--- src/rtl/ad_pkg.sv ---
// Shared constants and types for the AD conversion scheduler and its arbiter.
package ad_pkg;

  localparam int unsigned AD_NCH        = 8;
  localparam int unsigned AD_DW         = 16;
  localparam int unsigned AD_CHW        = $clog2(AD_NCH);
  localparam int unsigned AD_PERIOD_MIN = 2;

  typedef logic [AD_DW-1:0]  ad_sample_t;
  typedef logic [AD_CHW-1:0] ad_ch_t;

endpackage

--- src/rtl/rr_arb.sv ---
// Round-robin arbiter: combinational one-hot grant plus encoded index, searching upward from
// the last granted index + 1. The pointer resets to NCH-1 so channel 0 has first priority.
module rr_arb
  import ad_pkg::*;
#(
  parameter int unsigned NCH = AD_NCH
) (
  input  logic                   clk_i,
  input  logic                   rst_i,
  input  logic [NCH-1:0]         req_i,
  input  logic                   advance_i,
  output logic [NCH-1:0]         gnt_o,
  output logic [$clog2(NCH)-1:0] idx_o
);

  localparam int unsigned CHW = $clog2(NCH);

  logic [CHW-1:0] ptr_q, ptr_d;
  logic [CHW-1:0] cand;
  logic           found;

  // NCH is a power of two, so CHW-bit addition wraps modulo NCH.
  always_comb begin
    gnt_o = '0;
    idx_o = '0;
    found = 1'b0;
    cand  = '0;
    for (int unsigned k = 1; k <= NCH; k++) begin
      cand = ptr_q + CHW'(k);
      if (!found && req_i[cand]) begin
        found        = 1'b1;
        gnt_o[cand]  = 1'b1;
        idx_o        = cand;
      end
    end
  end

  always_comb begin
    ptr_d = ptr_q;
    if (advance_i && found) begin
      ptr_d = idx_o;
    end
  end

  always_ff @(posedge clk_i or posedge rst_i) begin
    if (rst_i) begin
      ptr_q <= CHW'(NCH - 1);
    end else begin
      ptr_q <= ptr_d;
    end
  end

endmodule

--- src/rtl/ad_sched.sv ---
// Conversion scheduler: periodic start pulses, one-deep per-channel capture with sticky
// overflow, and a round-robin serialiser onto a channel-tagged valid/ready stream.
module ad_sched
  import ad_pkg::*;
#(
  parameter int unsigned NCH = AD_NCH,
  parameter int unsigned DW  = AD_DW,
  parameter int unsigned PW  = 16
) (
  input  logic                   clk_sys,
  input  logic                   rst,
  input  logic                   en,
  input  logic [PW-1:0]          period,
  input  logic [NCH-1:0]         ch_mask,
  output logic [NCH-1:0]         ad_start,
  input  logic [NCH*DW-1:0]      ad_data,
  input  logic [NCH-1:0]         ad_vld,
  output logic [DW-1:0]          out_data,
  output logic [$clog2(NCH)-1:0] out_ch,
  output logic                   out_vld,
  input  logic                   out_rdy,
  output logic [NCH-1:0]         ovf,
  input  logic                   ovf_clr
);

  localparam int unsigned CHW = $clog2(NCH);

  logic [PW-1:0]  pcnt_q, pcnt_d;
  logic [PW-1:0]  pmax, pterm;
  logic [NCH-1:0] start_q, start_d;
  logic [NCH-1:0] full_q, full_d;
  logic [NCH-1:0] ovf_q, ovf_d, ovf_set;
  logic [DW-1:0]  hold_q [NCH];
  logic [DW-1:0]  hold_d [NCH];
  logic [DW-1:0]  odata_q, odata_d;
  logic [CHW-1:0] och_q, och_d;
  logic           ovld_q, ovld_d;
  logic           load, advance;
  logic [NCH-1:0] gnt, drain;
  logic [CHW-1:0] gidx;

  always_comb begin
    pmax    = (period < PW'(AD_PERIOD_MIN)) ? PW'(AD_PERIOD_MIN) : period;
    pterm   = pmax - PW'(1);
    pcnt_d  = '0;
    start_d = '0;
    if (en) begin
      if (pcnt_q == pterm) begin
        start_d = ch_mask;
      end
      // A period shortened below the current count wraps without a pulse.
      pcnt_d = (pcnt_q >= pterm) ? '0 : pcnt_q + PW'(1);
    end
  end

  assign load    = !ovld_q || out_rdy;
  assign advance = load && (|full_q);
  assign drain   = gnt & {NCH{load}};

  rr_arb #(
    .NCH(NCH)
  ) u_rr_arb (
    .clk_i    (clk_sys),
    .rst_i    (rst),
    .req_i    (full_q),
    .advance_i(advance),
    .gnt_o    (gnt),
    .idx_o    (gidx)
  );

  // A channel being drained this cycle can accept a new sample without overflowing.
  always_comb begin
    full_d  = full_q;
    hold_d  = hold_q;
    ovf_set = '0;
    for (int i = 0; i < NCH; i++) begin
      if (ad_vld[i] && ch_mask[i]) begin
        if (!full_q[i] || drain[i]) begin
          hold_d[i] = ad_data[i*DW +: DW];
          full_d[i] = 1'b1;
        end else begin
          ovf_set[i] = 1'b1;
        end
      end else if (drain[i]) begin
        full_d[i] = 1'b0;
      end
    end
    ovf_d = (ovf_clr ? '0 : ovf_q) | ovf_set;
  end

  always_comb begin
    odata_d = odata_q;
    och_d   = och_q;
    ovld_d  = ovld_q;
    if (load) begin
      ovld_d = |full_q;
      if (|full_q) begin
        odata_d = hold_q[gidx];
        och_d   = gidx;
      end
    end
  end

  always_ff @(posedge clk_sys or posedge rst) begin
    if (rst) begin
      pcnt_q  <= '0;
      start_q <= '0;
      full_q  <= '0;
      hold_q  <= '{default: '0};
      ovf_q   <= '0;
      odata_q <= '0;
      och_q   <= '0;
      ovld_q  <= 1'b0;
    end else begin
      pcnt_q  <= pcnt_d;
      start_q <= start_d;
      full_q  <= full_d;
      hold_q  <= hold_d;
      ovf_q   <= ovf_d;
      odata_q <= odata_d;
      och_q   <= och_d;
      ovld_q  <= ovld_d;
    end
  end

  assign ad_start = start_q;
  assign out_data = odata_q;
  assign out_ch   = och_q;
  assign out_vld  = ovld_q;
  assign ovf      = ovf_q;

endmodule

--- config.mk ---
export PLATFORM = sky130hd
export DESIGN_NAME = ad_sched
export DESIGN_NICKNAME = d
export VERILOG_FILES = /design/src/rtl/ad_pkg.sv /design/src/rtl/rr_arb.sv /design/src/rtl/ad_sched.sv
export SDC_FILE = /design/constraint.sdc
export NUM_CORES = 1
export LEC_CHECK = 0
export BUFFER_PORTS_ARGS = -buffer_cell sky130_fd_sc_hd__buf_2
export CAP_MARGIN = 20
export CORE_UTILIZATION = 50
export CTS_CLUSTER_DIAMETER = 120
export DETAILED_ROUTE_END_ITERATION = 8
export GPL_ROUTABILITY_DRIVEN = 0
export PLACE_DENSITY = 0.76
export SLEW_MARGIN = 40
export SYNTH_ARGS = -nofsm -noshare
export SYNTH_HDL_FRONTEND = slang
export SYNTH_HIERARCHICAL = 1
export SYNTH_SLANG_ARGS = --single-unit
export TNS_END_PERCENT = 10
--- constraint.sdc ---
create_clock -name clk_sys -period 16.1 [get_ports clk_sys]
set_input_delay 0 -clock clk_sys [delete_from_list [all_inputs] [get_ports clk_sys]]
set_output_delay 0 -clock clk_sys [all_outputs]
set_load 0.01 [all_outputs]
== Word-level counts from Yosys, hierarchy flattened ==
Index checks and enable logic that the tools add are counted.
Storage, ports and cells
  register bits after elaboration: 191
Operators by class
  add/subtract/negate cells: 9
  reduce and logical (&&, ||, !) cells: 76
  bitwise logic cells: 10
  order comparisons: 19
  equal/unequal tests: 9
  muxes and demuxes: 105
Operators by type and width (number)
  $mux 8: 11
  $mux 16: 5
  $mux 1: 64
  $or 8x8->8: 8
  $bmux 16 s3: 1
  $reduce_and 2->1: 17
  $lt 3x4->1 const B: 8
  $logic_and 1x1->1: 25
  $bmux 1 s3: 8
  $demux 1 s3: 8
  $ge 3x1->1 const B: 8
  $mux 3: 8
  $add 16x1->16 const B: 1
  $eq 16x16->1: 1
  $ge 16x16->1: 1
  $logic_not 1->1: 16
  $lt 16x2->1 const B: 1
  $ne 2x1->1 const B: 8
  $reduce_bool 2->1: 8
  $sub 16x1->16 const B: 1
  $add 3x3->3 const B: 4
  $logic_or 1x1->1: 9
  $and 8x8->8: 1
  $reduce_or 8->1: 1
  4 further kinds: 5

== Depth between registers and ports, before layout ==
Gate-level depths: netlist (run 1).
  depth in word-level cells: 30
  depth in mapped cells: 19
  depth with buffers taken out: 13

== Hierarchy ==
Netlist (run 1), hierarchy kept.
Modules (own cells, without submodules)
  ad_sched: instances 1, cells an instance 639, area each 8737.1 µm², sequential area each 4704.5 µm²
  rr_arb: instances 1, cells an instance 183, area each 1531.5 µm², sequential area each 78.8 µm²

== Worst setup path after synthesis (run 1) ==
OpenSTA, ideal clock, no wires.
  path kind: register to register
  from: register u_rr_arb.ptr_q[0]
  to: register odata_q[0], in the netlist out_data[0]
  buffers on the path: 7
  path slack: 10.642 ns
  data arrival time: 5.318 ns
  stages on the path, launching flop included: 19
  clock period less this slack: 5.458 ns
  path through: dfstp_2 -> buf_6 -> buf_2 -> clkbuf_1 -> clkinv_1 -> ha_1 -> clkbuf_1 -> inv_1 -> mux4_2 -> or4_1 -> buf_2 -> nor3_4 -> nor2_1 -> a211oi_1 -> clkbuf_1 -> buf_2 -> mux4_2 -> mux2i_1 -> a21oi_1
Between the ends
  longest elaborated chain between the ends: 29
  elaborated cells between the ends (all ways): 56
  those cells by class: add/sub: 7; mux: 34; bitwise: 1; reduce/logical: 14
Ends and longest elaborated chain
  from (decl): line rr_arb.sv:18  | logic [CHW-1:0] ptr_q, ptr_d;
  from (signal assigned): line rr_arb.sv:47  | ptr_q <= CHW'(NCH - 1);
  from (signal assigned): line rr_arb.sv:49  | ptr_q <= ptr_d;
  $add 3x1->3: line rr_arb.sv:29  | cand = ptr_q + CHW'(k);
  $bmux 1 s3: line rr_arb.sv:30  | if (!found && req_i[cand]) begin
  $mux 1 (not written as such): line rr_arb.sv:30
  $mux 1: line rr_arb.sv:30
  $logic_not 1->1: line rr_arb.sv:30
  $logic_and 1x1->1: line rr_arb.sv:30
  $mux 1: line rr_arb.sv:30
  $logic_not 1->1: line rr_arb.sv:30
  (+13 left out)
  $mux 1: line rr_arb.sv:30
  $logic_not 1->1: line rr_arb.sv:30
  $logic_and 1x1->1: line rr_arb.sv:30
  $mux 3 (*): line rr_arb.sv:30
  via gidx[1]: line ad_sched.sv:40  | logic [CHW-1:0] gidx;
  $not 3->4 (not written as such) (*): line ad_sched.sv:98  | odata_d = hold_q[gidx];
  $bmux 16 s3 (*): line ad_sched.sv:98
  $mux 16 (not written as such) (*) (2 in a row): line ad_sched.sv:98
  to (signal assigned): line ad_sched.sv:120  | odata_q <= odata_d;
  to (decl): line ad_sched.sv:35  | logic [DW-1:0] odata_q, odata_d;
Mark *: on every way through the listed nets, which the timed path passes. The rest lies on a longest branch. The select of a mux whose other input is x is not followed.
A chain may end at the register's enable or synchronous reset.

== Worst setup path in the final report (run 1) ==
  from: register u_rr_arb.ptr_q[0]
  to: register odata_q[6], in the netlist out_data[6]
The elaborated chain is that of the path after synthesis.

==> impl_metrics.py, run 1 <==
metrics = {
    "sta": {
        "worstMarginPinSlew_ps": 837.0,
        "finalCritPeriodShare_pct": 39.88,
        "setup_tns_ps": 0,
        "finClkSkew_ps": 17.74,
        "slew_headroom_pct": 44.19,
        "rsz0062_at_grt": "false",
        "slew_viol_final": 0,
        "min_period_ps": 6421,
        "fmax_mhz": 155.7,
        "timing.final.ws_setup_ps": 9679,
        "setup_viol": 0,
        "hold_viol": 0,
    },
    "synth": {
        "synth_top_cell_by_area": "dfrtp_1",
        "synthXorXnorAreaFrac_pct": 2.388,
        "synth-adder-area-share_pct": 2.924,
        "ys_warn_count": 6,
        "muxShareOfSynthArea_pct": 28.84,
        "synth_most_common_cell": "dfrtp_1",
        "yosys.area_share.simple_pct": 9.931,
        "syn_inst": 822,
        "synth_compound_area_share_pct": 6.848,
        "synth_nets": 1011,
        "yosys-top-cells-area": "dfrtp_1, mux2_2, mux4_2",
        "ys_top_cells_by_count": "dfrtp_1, mux2_2, nand2_1, mux4_2, a21oi_1",
        "synth-main-ff-cell": "dfrtp_1",
        "synth_edf_count": 0,
        "synth_top_family_by_area": "multiplexers",
        "syn_area_per_cell_um2": 12.49,
        "ys_ff_latch": 191,
        "netlist_area_um2": 10270,
        "netlist-cell-type-count": 61,
        "async_flop_share_pct": 100.0,
        "yosys.area.top_type_share_pct": 45.81,
        "ys_seq_area_share_pct": 46.58,
    },
    "layout": {
        "final_area_um2": 13760,
        "area_growth_pct": 34.04,
        "nFillCells": 1423,
        "drive_above_1_share_pct": 39.27,
        "fin_cells": 1448,
        "final_nets": 1350,
    },
    "power_and_ir_drop": {
        "seq_power_share_pct": 29.7,
        "peakVddDrop_mv": 0.1661,
        "switchingPower_mw": 1.208,
        "p_leak_nw": 5.996,
        "swShare_pct": 41.09,
        "p_total_mw": 2.941,
        "comb_power_share_pct": 55.4,
        "powerDensity_nw_per_um2": 213.7,
        "power.internal_mw": 1.732,
        "clockPowerShare_pct": 14.9,
    },
    "clock_tree": {
        "clock-sinks": 191,
        "path_clk_slew_ps": 80,
        "ctsLongestPathBuffers": 2,
        "htreeDepth": 4,
        "cts_tree": "yes",
        "ctsResizeCount": 0,
        "cts_buffers": 17,
        "clockRootBuffer": "clkbuf_16",
        "clock_latency_ps": 440,
    },
    "worst_setup_path": {
        "ff2ff_path_depth": 12,
        "arrival_ps": 6740,
        "crit_type": "flop to flop",
        "worstSetupEndpointType": "flop",
        "start_kind": "flop",
        "crit_required_ps": 16420,
        "worstPathMaxFanout": 29,
    },
    "floorplan": {
        "boundaryPins": 201,
        "chipHeight_um": 145.3,
        "start_util_pct": 50.91,
        "dieArea_um2": 21120,
        "core-area_um2": 20170,
        "die_width_um": 145.3,
        "rows": 52,
    },
    "place": {
        "place_inst": 1264,
        "pre_cts_ws_ps": 9793,
        "place.detailed.hpwl_mm": 19.22,
        "post_dp_cell_area_um2": 11630,
        "io_buffers": 200,
    },
    "routing": {
        "viasPerCell": 5.775,
        "ant_nets": 0,
        "drc": 0,
        "firstDrtPassIters": 5,
        "routed_wl_mm": 29.78,
        "vias": 8362,
        "first_iter_violations": 583,
        "wl_per_cell_um": 20.56,
    },
    "global_routing": {
        "grt_pass1_vias": 8796,
        "grt.overflow.total": 0,
        "grt_use_total_pct": 28.91,
        "grt_pass1_wl_mm": 47.12,
        "antenna_found_initial": 5,
        "grt_max_degree": 108,
    },
    "outcome": {
        "status": "completed",
    },
    "job": {
        "drv_cap": 0,
    },
    "min_path": {
        "hold_path_class": "input port to flop",
        "hold_path_depth": 4,
    },
}
## area by class of cell
| class | count | area (µm²) | area share [%] |
|---|---|---|---|
| diodes | 4 | 10.01 | 0.07272 |
| clock buffers | 18 | 439.2 | 3.191 |
| clock inverters | 14 | 173.9 | 1.264 |
| inverters | 21 | 86.33 | 0.6272 |
| multi-input cells | 573 | 5350 | 38.87 |
| flip-flops and latches | 191 | 4783 | 34.75 |
| well taps | 270 | 337.8 | 2.454 |
| repair buffers | 357 | 2584 | 18.77 |
## per-layer routing
| metal | wire [µm] | track usage [%] | share of wire (%) |
|---|---|---|---|
| met1 | 11630 | 35.86 | 39 |
| met5 | 0 | 0 | 0 |
| met4 | 1635 | 15.68 | 5.5 |
| met2 | 14740 | 48.22 | 49 |
| met3 | 1770 | 5.189 | 5.9 |
## cell families (layout without fill, tap and decap cells)
group	Yosys count	count (layout)
multiplexers	221	221
XOR/XNOR	28	28
adder cells (fa/ha/maj)	24	24
buffers and inverters	58	410
flip-flops	191	191
AND/OR/NAND/NOR	194	194
other	0	4
AO/OA/AOI/OAI	106	106
## state kept, by name, indices dropped and copies added (netlist names)
signal and cells:
ad_start 8, full_q 8, hold_q 128, out_ch 3
out_data 16, out_vld 1, ovf 8, pcnt_q 16
u_rr_arb/ptr_q 3
## repair_timing
action / in CTS / in global routing
hold buffers: 146 / 0
setup buffers: 0 / 0
endpoints found under the setup margin: 0 / 0
hold endpoints to repair: 261 / 0
## power by group through the flow
stage          clock [mW]  combinational, mW  sequential [mW]
4_1_cts             0.442               1.58            0.857
6_report            0.438               1.63            0.873
2_1_floorplan           0               1.19            0.799
5_1_grt             0.464               1.73            0.898
3_5_place_dp            0               1.55            0.863
3_3_place_gp            0               1.51            0.850
## through the flow
stage | hold slack, ps | util (%)
after detailed placement | 131.9 | 57.68
after CTS | 14.07 | 67.97
after global routing | 25.97 | 68.24
after global placement | 132.2 | 57.34
after floorplan | -66.71 | -
final | 20.75 | 68.24
## layout by cell type, fill, tap and decap left out, drive strengths merged, types with 26 or more instances in the layout
cell         Yosys  routed
nand2           59      59
inv             20      26
dlygate4sd3      0     146
buf             23     211
mux2i           33      33
dfrtp          188     188
a21oi           41      41
mux2           144     144
mux4            44      44
nor2            35      35
## critical path: stages (launching register included)
cell	delay, ps
dfstp_2	1030
clkinv_1	390
ha_1	740
inv_1	370
mux4_2	660
or4_1	760
nor3_4	360
nor2_1	120
a211oi_4	420
buf_4	500
mux4_2	600
mux2i_1	230
a21oi_1	110
## path summary, 6_finish.rpt
check / end / slack [ps] / from
worst max-delay path: out_data[6]$_DFFE_PP0P_ / 9680 / u_rr_arb/ptr_q[0]$_DFFE_PP1P_
worst min-delay path: ad_start[6]$_DFF_PP0_ / 20 / en
worst max register to register: out_data[6]$_DFFE_PP0P_ / 9680 / u_rr_arb/ptr_q[0]$_DFFE_PP1P_
worst min register to register: hold_q[30]$_DFFE_PP0P_ / 510 / hold_q[30]$_DFFE_PP0P_
max in group asynchronous: hold_q[92]$_DFFE_PP0P_ / 14580 / rst
min in group asynchronous: hold_q[60]$_DFFE_PP0P_ / 150 / rst
Note: power is estimated with default switching activity, not from simulation.
==> run 2: changes to the inputs <==
--- a/config.mk
+++ b/config.mk
@@ -11,7 +11,7 @@
 export CTS_CLUSTER_DIAMETER = 120
 export DETAILED_ROUTE_END_ITERATION = 8
 export GPL_ROUTABILITY_DRIVEN = 0
-export PLACE_DENSITY = 0.76
+export PLACE_DENSITY = 0.79
 export SLEW_MARGIN = 40
 export SYNTH_ARGS = -nofsm -noshare
 export SYNTH_HDL_FRONTEND = slang
==> constraint.sdc (replaced) <==
create_clock -name clk_sys -period 5.5 [get_ports clk_sys]
set_input_delay 0 -clock clk_sys [delete_from_list [all_inputs] [get_ports clk_sys]]
set_output_delay 0 -clock clk_sys [all_outputs]
set_load 0.01 [all_outputs]
==> run 2 against run 1 <==
Effect of this change: first-iteration DRC count up 8.1%; critical path depth unchanged; critical endpoint is now out_data[3]$_DFFE_PP0P_; clock power rose to 2.9 times the previous value; sequential power rose to 2.9 times the previous value; combinational power rose to 3.0 times the previous value; highest routed layer unchanged; worst hold slack better by 6.0 ps; core utilization about the same; die area unchanged; global-route usage up 0.99 points; final area about the same.
==> impl_metrics.py, run 2 (synthesis results as in run 1) <==
metrics = {
    "outcome": {
        "status": "completed",
    },
    "power_and_ir_drop": {
        "clockPowerShare_pct": 14.7,
        "p_leak_nw": 6.013,
        "power.internal_mw": 5.148,
        "swShare_pct": 40.62,
        "peakVddDrop_mv": 0.4719,
        "switchingPower_mw": 3.521,
        "seq_power_share_pct": 28.9,
        "comb_power_share_pct": 56.4,
        "powerDensity_nw_per_um2": 630.3,
    },
    "floorplan": {
        "dieArea_um2": 21120,
        "boundaryPins": 201,
        "chipHeight_um": 145.3,
        "die_width_um": 145.3,
        "rows": 52,
        "core-area_um2": 20170,
        "start_util_pct": 50.91,
    },
    "clock_tree": {
        "cts_hold_buf": 146,
        "clockRootBuffer": "clkbuf_16",
        "clock-sinks": 191,
        "clock_latency_ps": 440,
        "cts_tree": "yes",
        "cts_setup_buffers": 0,
        "cts_buffers": 17,
        "htreeDepth": 4,
        "ctsLongestPathBuffers": 2,
        "path_clk_slew_ps": 80,
        "ctsResizeCount": 0,
    },
    "worst_setup_path": {
        "cpMostUsedCell": "mux4_2",
        "cp_num_buf_inv": 2,
        "cpPeakStageDelay_ps": 760,
        "worstSetupEndpointType": "flop",
        "start_kind": "flop",
        "crit_required_ps": 5790,
        "crit_family": "multiplexers",
        "cp_cell_sequence": "inv_1 > ha_1 > xnor2_1 > mux4_2 > or4_1 > nor3_4 > nor2_1 > a211oi_4 > buf_12 > mux4_2 > mux2i_1 > a21oi_1",
        "slowest_stage": "dfstp_2",
        "worstPathMaxFanout": 33,
        "crit_type": "flop to flop",
        "arrival_ps": 5350,
    },
    "sta": {
        "finClkSkew_ps": 15.15,
        "slew_viol_final": 0,
        "setup_tns_ps": 0,
        "slew_headroom_pct": 45.46,
        "setup_viol": 0,
        "min_period_ps": 5061,
        "finalCritPeriodShare_pct": 92.01,
        "fmax_mhz": 197.6,
        "hold_viol": 0,
        "worstMarginPinSlew_ps": 817.9,
        "rsz0062_at_grt": "false",
    },
    "layout": {
        "utilization_pct": 68.19,
        "final_common_cell": "buf_2",
        "drive_above_1_share_pct": 39.49,
        "final_cell_mix": "buf_2, dfrtp_1, dlygate4sd3_1, mux2_2, nand2_1",
        "largest_register_ffs": 128,
        "area_growth_pct": 33.95,
        "largest-register": "hold_q",
        "final_nets": 1356,
    },
    "global_routing": {
        "antenna_found_initial": 6,
        "grt.overflow.total": 0,
        "grt_max_degree": 143,
        "grt_pass1_vias": 8932,
        "grt_use_total_pct": 29.89,
        "grt_pass1_wl_mm": 48.80,
    },
    "routing": {
        "vias": 8548,
        "firstDrtPassIters": 5,
        "first_iter_violations": 630,
        "drc": 0,
        "routed_wl_mm": 30.56,
        "ant_nets": 0,
        "wl_per_cell_um": 20.99,
        "viasPerCell": 5.871,
    },
    "job": {
        "drv_cap": 0,
    },
    "min_path": {
        "hold_path_class": "input port to flop",
    },
    "place": {
        "io_buffers": 200,
        "place.detailed.hpwl_mm": 19.33,
    },
}
## run 2: stage by stage
stage | total power, mW | setup WS, ps | hold slack [ps] | instances | instance area, µm²
after detailed placement | 7.145 | 541.3 | 185.6 | 1271 | 11660
final | 8.669 | 439.2 | 26.73 | 1456 | 13750
after CTS | 8.503 | 539.5 | 17.92 | 1449 | 13730
after global routing | 9.094 | 225.4 | 37.05 | 1456 | 13750
after global placement | 6.960 | 744.6 | 172.5 | 1271 | 11660
after floorplan | 5.823 | 42.23 | -66.71 | 822 | 10270
## run 2: worst paths after layout
| kind | startpoint | endpoint | slack, ps | cells past startpoint |
|---|---|---|---|---|
| max reg2reg | u_rr_arb/ptr_q[1]$_DFFE_PP1P_ | out_data[3]$_DFFE_PP0P_ | 440 | 12 |
| max in group asynchronous | rst | hold_q[108]$_DFFE_PP0P_ | 4080 | 4 |
| min | en | ad_start[7]$_DFF_PP0_ | 30 | 4 |
| min reg2reg | hold_q[30]$_DFFE_PP0P_ | hold_q[30]$_DFFE_PP0P_ | 500 | 1 |
| min in group asynchronous | rst | hold_q[61]$_DFFE_PP0P_ | 210 | 3 |
| max | u_rr_arb/ptr_q[1]$_DFFE_PP1P_ | out_data[3]$_DFFE_PP0P_ | 440 | 12 |
## run 2: metal layers
metal  vias up  part of all wire, %  routed length (µm)  GRT usage (%)
met3       107                  5.9                1803          4.843
met2       381                   50               15300          49.90
li1       3776                    -                   -              -
met1      4284                   39               12030          37.45
met4         0                  4.7                1432          16.16
met5         -                    0                   0              0
## run 2: layout make-up
type / count / area, µm²
Antenna cell: 6 / 15.01
Clock buffer: 19 / 452.9
Clock inverter: 13 / 150.1
Fill cell: 1416 / 6415
Inverter: 21 / 91.34
Multi-Input combinational cell: 573 / 5305
Sequential cell: 191 / 4783
Tap cell: 270 / 337.8
Timing Repair Buffer: 363 / 2619
## run 2: power groups by stage
stage	Combinational (mW)	Clock, mW	Sequential, mW
2_1_floorplan	3.48	0	2.34
3_3_place_gp	4.50	0	2.46
3_5_place_dp	4.67	0	2.48
4_1_cts	4.77	1.28	2.46
5_1_grt	5.18	1.34	2.57
6_report	4.89	1.27	2.51
## run 2: worst register-to-register path, stage by stage, from the launching register on
cell      delay [ps]
dfstp_2          760
inv_1            230
ha_1             290
xnor2_1          540
mux4_2           450
or4_1            670
nor3_4           360
nor2_1           120
a211oi_4         300
buf_12           260
mux4_2           640
mux2i_1          200
a21oi_1          100
